==> src/rtl/bit_generator.sv <==
// bit_generator: WS2812B serial symbol generator (100 MHz clock).
// Emits one timed symbol per request on theBit: data "0", data "1" or a RET
// low period, back-to-back while doGen stays high. genDone pulses during the
// last cycle of every completed symbol.
// Optional build macro BITGEN_INVERT_EN: drive theBit inverted (idle high)
// for an inverting level shifter; genDone timing is unaffected.
module bit_generator #(
  parameter int T0H_CYC = 40,
  parameter int T1H_CYC = 80,
  parameter int BIT_CYC = 125,
  parameter int RET_CYC = 5000,
  parameter int CNT_W   = 13
) (
  input  logic       clk,
  input  logic       reset,
  output logic       theBit,
  output logic       genDone,
  input  logic [1:0] genMode,
  input  logic       doGen
);

  typedef enum logic {
    ST_IDLE   = 1'b0,
    ST_ACTIVE = 1'b1
  } state_t;

  localparam logic [CNT_W-1:0] T0H_K    = CNT_W'(T0H_CYC);
  localparam logic [CNT_W-1:0] T1H_K    = CNT_W'(T1H_CYC);
  localparam logic [CNT_W-1:0] BIT_LAST = CNT_W'(BIT_CYC - 1);
  localparam logic [CNT_W-1:0] RET_LAST = CNT_W'(RET_CYC - 1);
  localparam logic [CNT_W-1:0] CNT_ONE  = CNT_W'(1);

`ifdef BITGEN_INVERT_EN
  localparam logic LINE_INV = 1'b1;
`else
  localparam logic LINE_INV = 1'b0;
`endif

  state_t           r_state;
  state_t           w_state_nxt;
  logic [1:0]       r_mode;
  logic [1:0]       w_mode_nxt;
  logic [CNT_W-1:0] r_cnt;
  logic [CNT_W-1:0] w_cnt_nxt;
  logic             r_bit;
  logic             w_bit_nxt;
  logic             r_done;
  logic             w_done_nxt;

  // Index of the last cycle of a symbol; RET is long, all other modes
  // (including the invalid 01) last one data-bit period.
  function automatic logic [CNT_W-1:0] sym_last(input logic [1:0] mode);
    logic [CNT_W-1:0] last;
    case (mode)
      2'b00:   last = RET_LAST;
      default: last = BIT_LAST;
    endcase
    return last;
  endfunction

  // Line level (before optional inversion) at cycle k of a symbol.
  function automatic logic sym_level(input logic [1:0] mode, input logic [CNT_W-1:0] k);
    logic lvl;
    case (mode)
      2'b11:   lvl = (k < T1H_K);
      2'b10:   lvl = (k < T0H_K);
      default: lvl = 1'b0;
    endcase
    return lvl;
  endfunction

  // Next-state, counter and output decode; outputs are computed for the
  // cycle about to start so they can be registered with no start latency.
  always_comb begin
    w_state_nxt = r_state;
    w_mode_nxt  = r_mode;
    w_cnt_nxt   = r_cnt;
    w_bit_nxt   = LINE_INV;
    w_done_nxt  = 1'b0;

    case (r_state)
      ST_IDLE: begin
        if (doGen) begin
          w_state_nxt = ST_ACTIVE;
          w_mode_nxt  = genMode;
          w_cnt_nxt   = '0;
        end else begin
          w_state_nxt = ST_IDLE;
          w_cnt_nxt   = '0;
        end
      end
      ST_ACTIVE: begin
        if (r_cnt == sym_last(r_mode)) begin
          if (doGen) begin
            // Seamless restart: genMode is sampled only here.
            w_state_nxt = ST_ACTIVE;
            w_mode_nxt  = genMode;
            w_cnt_nxt   = '0;
          end else begin
            w_state_nxt = ST_IDLE;
            w_cnt_nxt   = '0;
          end
        end else begin
          w_state_nxt = ST_ACTIVE;
          w_cnt_nxt   = r_cnt + CNT_ONE;
        end
      end
      default: begin
        w_state_nxt = ST_IDLE;
        w_cnt_nxt   = '0;
      end
    endcase

    if (w_state_nxt == ST_ACTIVE) begin
      w_bit_nxt  = sym_level(w_mode_nxt, w_cnt_nxt) ^ LINE_INV;
      w_done_nxt = (w_cnt_nxt == sym_last(w_mode_nxt));
    end else begin
      w_bit_nxt  = LINE_INV;
      w_done_nxt = 1'b0;
    end
  end

  // State, counter, latched mode and registered outputs; reset wins.
  always_ff @(posedge clk) begin
    if (reset) begin
      r_state <= ST_IDLE;
      r_mode  <= 2'b00;
      r_cnt   <= '0;
      r_bit   <= LINE_INV;
      r_done  <= 1'b0;
    end else begin
      r_state <= w_state_nxt;
      r_mode  <= w_mode_nxt;
      r_cnt   <= w_cnt_nxt;
      r_bit   <= w_bit_nxt;
      r_done  <= w_done_nxt;
    end
  end

  assign theBit  = r_bit;
  assign genDone = r_done;

endmodule

==> config.mk <==
export PLATFORM = sky130hd
export DESIGN_NAME = bit_generator
export DESIGN_NICKNAME = d
export VERILOG_FILES = /design/src/rtl/bit_generator.sv
export SDC_FILE = /design/constraint.sdc
export NUM_CORES = 1
export LEC_CHECK = 0
export ABC_CLOCK_PERIOD_IN_PS = 2330
export CAP_MARGIN = 25
export CORE_AREA = 2 2 46 48
export CTS_BUF_LIST = sky130_fd_sc_hd__clkbuf_4 sky130_fd_sc_hd__clkbuf_8
export CTS_CLUSTER_SIZE = 12
export DETAILED_ROUTE_END_ITERATION = 16
export DIE_AREA = 0 0 48 50
export PLACE_DENSITY = 0.76
export SYNTH_ARGS = -nofsm -noshare
export SYNTH_HDL_FRONTEND = slang
export SYNTH_SLANG_ARGS = --single-unit
==> constraint.sdc <==
create_clock -name clk -period 2.33 [get_ports clk]
set_input_delay 0.3495 -clock clk [delete_from_list [all_inputs] [get_ports clk]]
set_output_delay 0.3495 -clock clk [all_outputs]
set_load 0.01 [all_outputs]
==> summary.txt, run 1 <==
Critical path
  • Crit path required time: 2530 ps
  • Crit path from: r_cnt[0]
  • CP Data Arrival Time: 2390 ps
  • Capture point of the worst reg-to-reg path: genDone
  • Flop2flop setup slack: 140 ps
  • Reg2Reg Depth: 5
  • Maximum fanout along the worst path: 8
  • Crit path capture: genDone
  • Critical path class: reg2reg
  • Setup crit end kind: flop
  • RR Startpoint: r_cnt[0]
  • Critical path launch point type: flop

Synthesis
  • Area contributors post-synth: dfxtp_1 (33%), nor2_1 (8.7%), xnor2_1 (6.5%)
  • Flops & latches, synth: 18
  • Async SR Flop Fraction: 0%
  • Syn Inst Count: 136
  • Yosys Warn Count: 0
  • Post-synth EDFFs: 0
  • Post-synth top area share: 33.4%
  • Most common cell in the netlist: nor2_1
  • Avg Cell Area, Syn: 7.93 um^2
  • Syn Nets: 142
  • Primary FF master, synth: dfxtp_1
  • Post-synthesis instance area: 1080 um^2
  • Sequential share of the synthesized area: 33.4%
  • Post-synth top area cell: dfxtp_1
  • Synth cell count leaders: nor2_1 (25), dfxtp_1 (18), nand3_1 (9)
  • Post-synthesis cell type count: 41

Drt
  • Total Routed Length: 2210 um
  • Post-DRT Antenna Nets: 0
  • Pre-Repair DR Iteration Count: 4
  • DR WL/cell: 13.3 um
  • DR vias: 981
  • DRT iter0 DRCs: 53
  • DRC: 0
  • Via/cell ratio: 5.91

Timing
  • # setup viols final: 0
  • Least-Margin Pin Slew: 404 ps
  • Worst Skew: 5.74 ps
  • Relative max-transition margin: 72.8%
  • Fin crit period: 2190 ps
  • Crit share post-route: 93.8%
  • Final Hold Viols: 0
  • Fmax: 0.457 GHz
  • RSZ-0062 raised after global routing: no
  • Setup Total Neg Slack: 0 ps
  • Final max-slew violation count: 0

Clocking
  • Clk Latency, worst-skew pair: 290 ps
  • Clock sinks: 18
  • Clock transition at path regs: 90 ps
  • CTS tree: built
  • Num CTS Buffers: 3
  • CTS Buffer Depth: 2
  • H-Tree Level Count: 1
  • Root buffer cell: clkbuf_4
  • Post CTS Setup Buffer Count: 0

Global routing
  • Grt ovf: 0
  • Largest net degree at the start of global routing: 15
  • Gr usage total: 21.7%
  • Initial antenna violation count: 0
  • First-pass GRT wire length: 3840 um
  • Number of global-route vias before repair: 906

Floorplan
  • Die height: 50 um
  • Die area: 2400 um^2
  • Row count: 16
  • Die Wd: 48 um
  • Core Area: 1900 um^2
  • Starting Density: 56.7%
  • Ports: 7

Hold path
  • Hold WC Path Type: reg2reg
  • Worst hold path stage count: 1

Run
  • Max_cap viols: 0

Placement
  • Buffers on Ports: 6
  • Final HPWL DP: 1700 um
  • GPL Wtd Cong: 0.963

Pwr
  • Cell-internal power: 0.391 mW
  • Peak VDD IR: 0.373 mV
  • Clk pwr share: 29.4%
  • Net Switching: 0.111 mW
  • Sw frac: 22.1%
  • Combinational Power Share: 6.9%
  • Part of the power in registers: 63.7%
  • Power density over cell area: 429 nW/um^2
  • Cell leakage power: 0.383 nW

Finish
  • Finished Core Util: 61.4%
  • Antenna Cells: 0
  • Layout cell share with drive strength beyond 1: 8.63%
  • Fin nets: 147
  • Layout area overhead: 8.35%

Run status
  • Outcome: finished, final reports clean
worst max-delay path, stage by stage, from the launching register on:
cell     delay, ps
dfxtp_1        460
ha_1           280
or4_1          510
or4b_1         470
o32a_1         190
nor4_2         200
through the flow:
stage	setup slack [ps]	std cells	hold slack [ps]	power, mW	cell area (um^2)
2_1_floorplan	263	136	422	0.347	1080
3_5_place_dp	155	163	507	0.361	1140
6_report	144	166	528	0.502	1170
5_1_grt	3.68	166	562	0.528	1170
4_1_cts	132	166	528	0.508	1170
3_3_place_gp	212	163	489	0.360	1140
layout make-up:
cell class	instances	area, um^2
fillers	168	733
multi-input cells	106	651
flip-flops and latches	18	360
repair buffers	11	97.6
well taps	27	33.8
clock buffers	3	22.5
inverters	1	3.75
layer usage:
metal | track usage [%] | routed length, um | vias up
li1 | - | - | 491
met1 | 32.1 | 964 | 448
met2 | 30.4 | 1050 | 36
met3 | 4.40 | 137 | 6
met4 | 7.66 | 58 | 0
met5 | 0 | 0 | -
power groups by stage:
stage	clock [mW]	sequential (mW)	combinational (mW)
2_1_floorplan	0	0.325	0.0219
3_3_place_gp	0	0.326	0.0343
3_5_place_dp	0	0.327	0.0348
4_1_cts	0.153	0.319	0.0351
5_1_grt	0.168	0.321	0.0392
6_report	0.147	0.320	0.0346
worst min-delay path by stage:
stage,start,end,slack (ps)
final,r_cnt[0],r_cnt[0],530
after global routing,r_cnt[0],r_cnt[0],560
after CTS,r_cnt[0],r_cnt[0],530
after detailed placement,r_cnt[0],r_cnt[0],510
after global placement,r_cnt[0],r_cnt[0],490
after floorplan,reset,r_mode[0],420
registers in the layout, indices dropped and copies added, names as in the netlist:
| register | count |
|---|---|
| r_cnt | 13 |
| r_mode | 2 |
| genDone | 1 |
| r_state | 1 |
| theBit | 1 |
timing repair:
action | CTS | global route
gates resized for setup | 0 | 1
hold buffers | 0 | 0
setup endpoints to repair | 0 | 1
cell usage in the layout (no fill, tap or decap), types with 2 or more instances in the layout:
master and n:
a21oi_1 6, buf_4 5, clkbuf_4 3, clkdlybuf4s50_1 6
dfxtp_1 18, mux2i_1 4, nand2_1 7, nand2b_1 2
nand3_1 9, nand4_1 3, nor2_1 25, nor3_1 6
nor4b_1 2, o2111ai_1 2, o21ai_0 3, or3_1 2
or4_1 2, xnor2_1 8, xor2_1 5
cells by family (layout without fill, tap and decap cells):
logic type / Yosys count / count (layout) / share of synthesized area, %
DFF: 18 / 18 / 33.4
adders and majority gates: 1 / 1 / 1.16
AOI/OAI and AO/OA: 18 / 18 / 10.9
buffers and inverters: 12 / 15 / 6.38
xor gates and xnor gates: 13 / 13 / 10.6
and+or+nand+nor: 70 / 70 / 33.9
muxes: 4 / 4 / 3.71
(Power assumes the default switching activity.)
==> run 2, diff against run 1 <==
==> constraint.sdc (replaced) <==
create_clock -name clk -period 2.33 [get_ports clk]
set_input_delay 0.233 -clock clk [delete_from_list [all_inputs] [get_ports clk]]
set_output_delay 0.233 -clock clk [all_outputs]
set_load 0.01 [all_outputs]
==> results of run 2 <==
No change in the layout: final DEF, timing and power equal those of run 1.
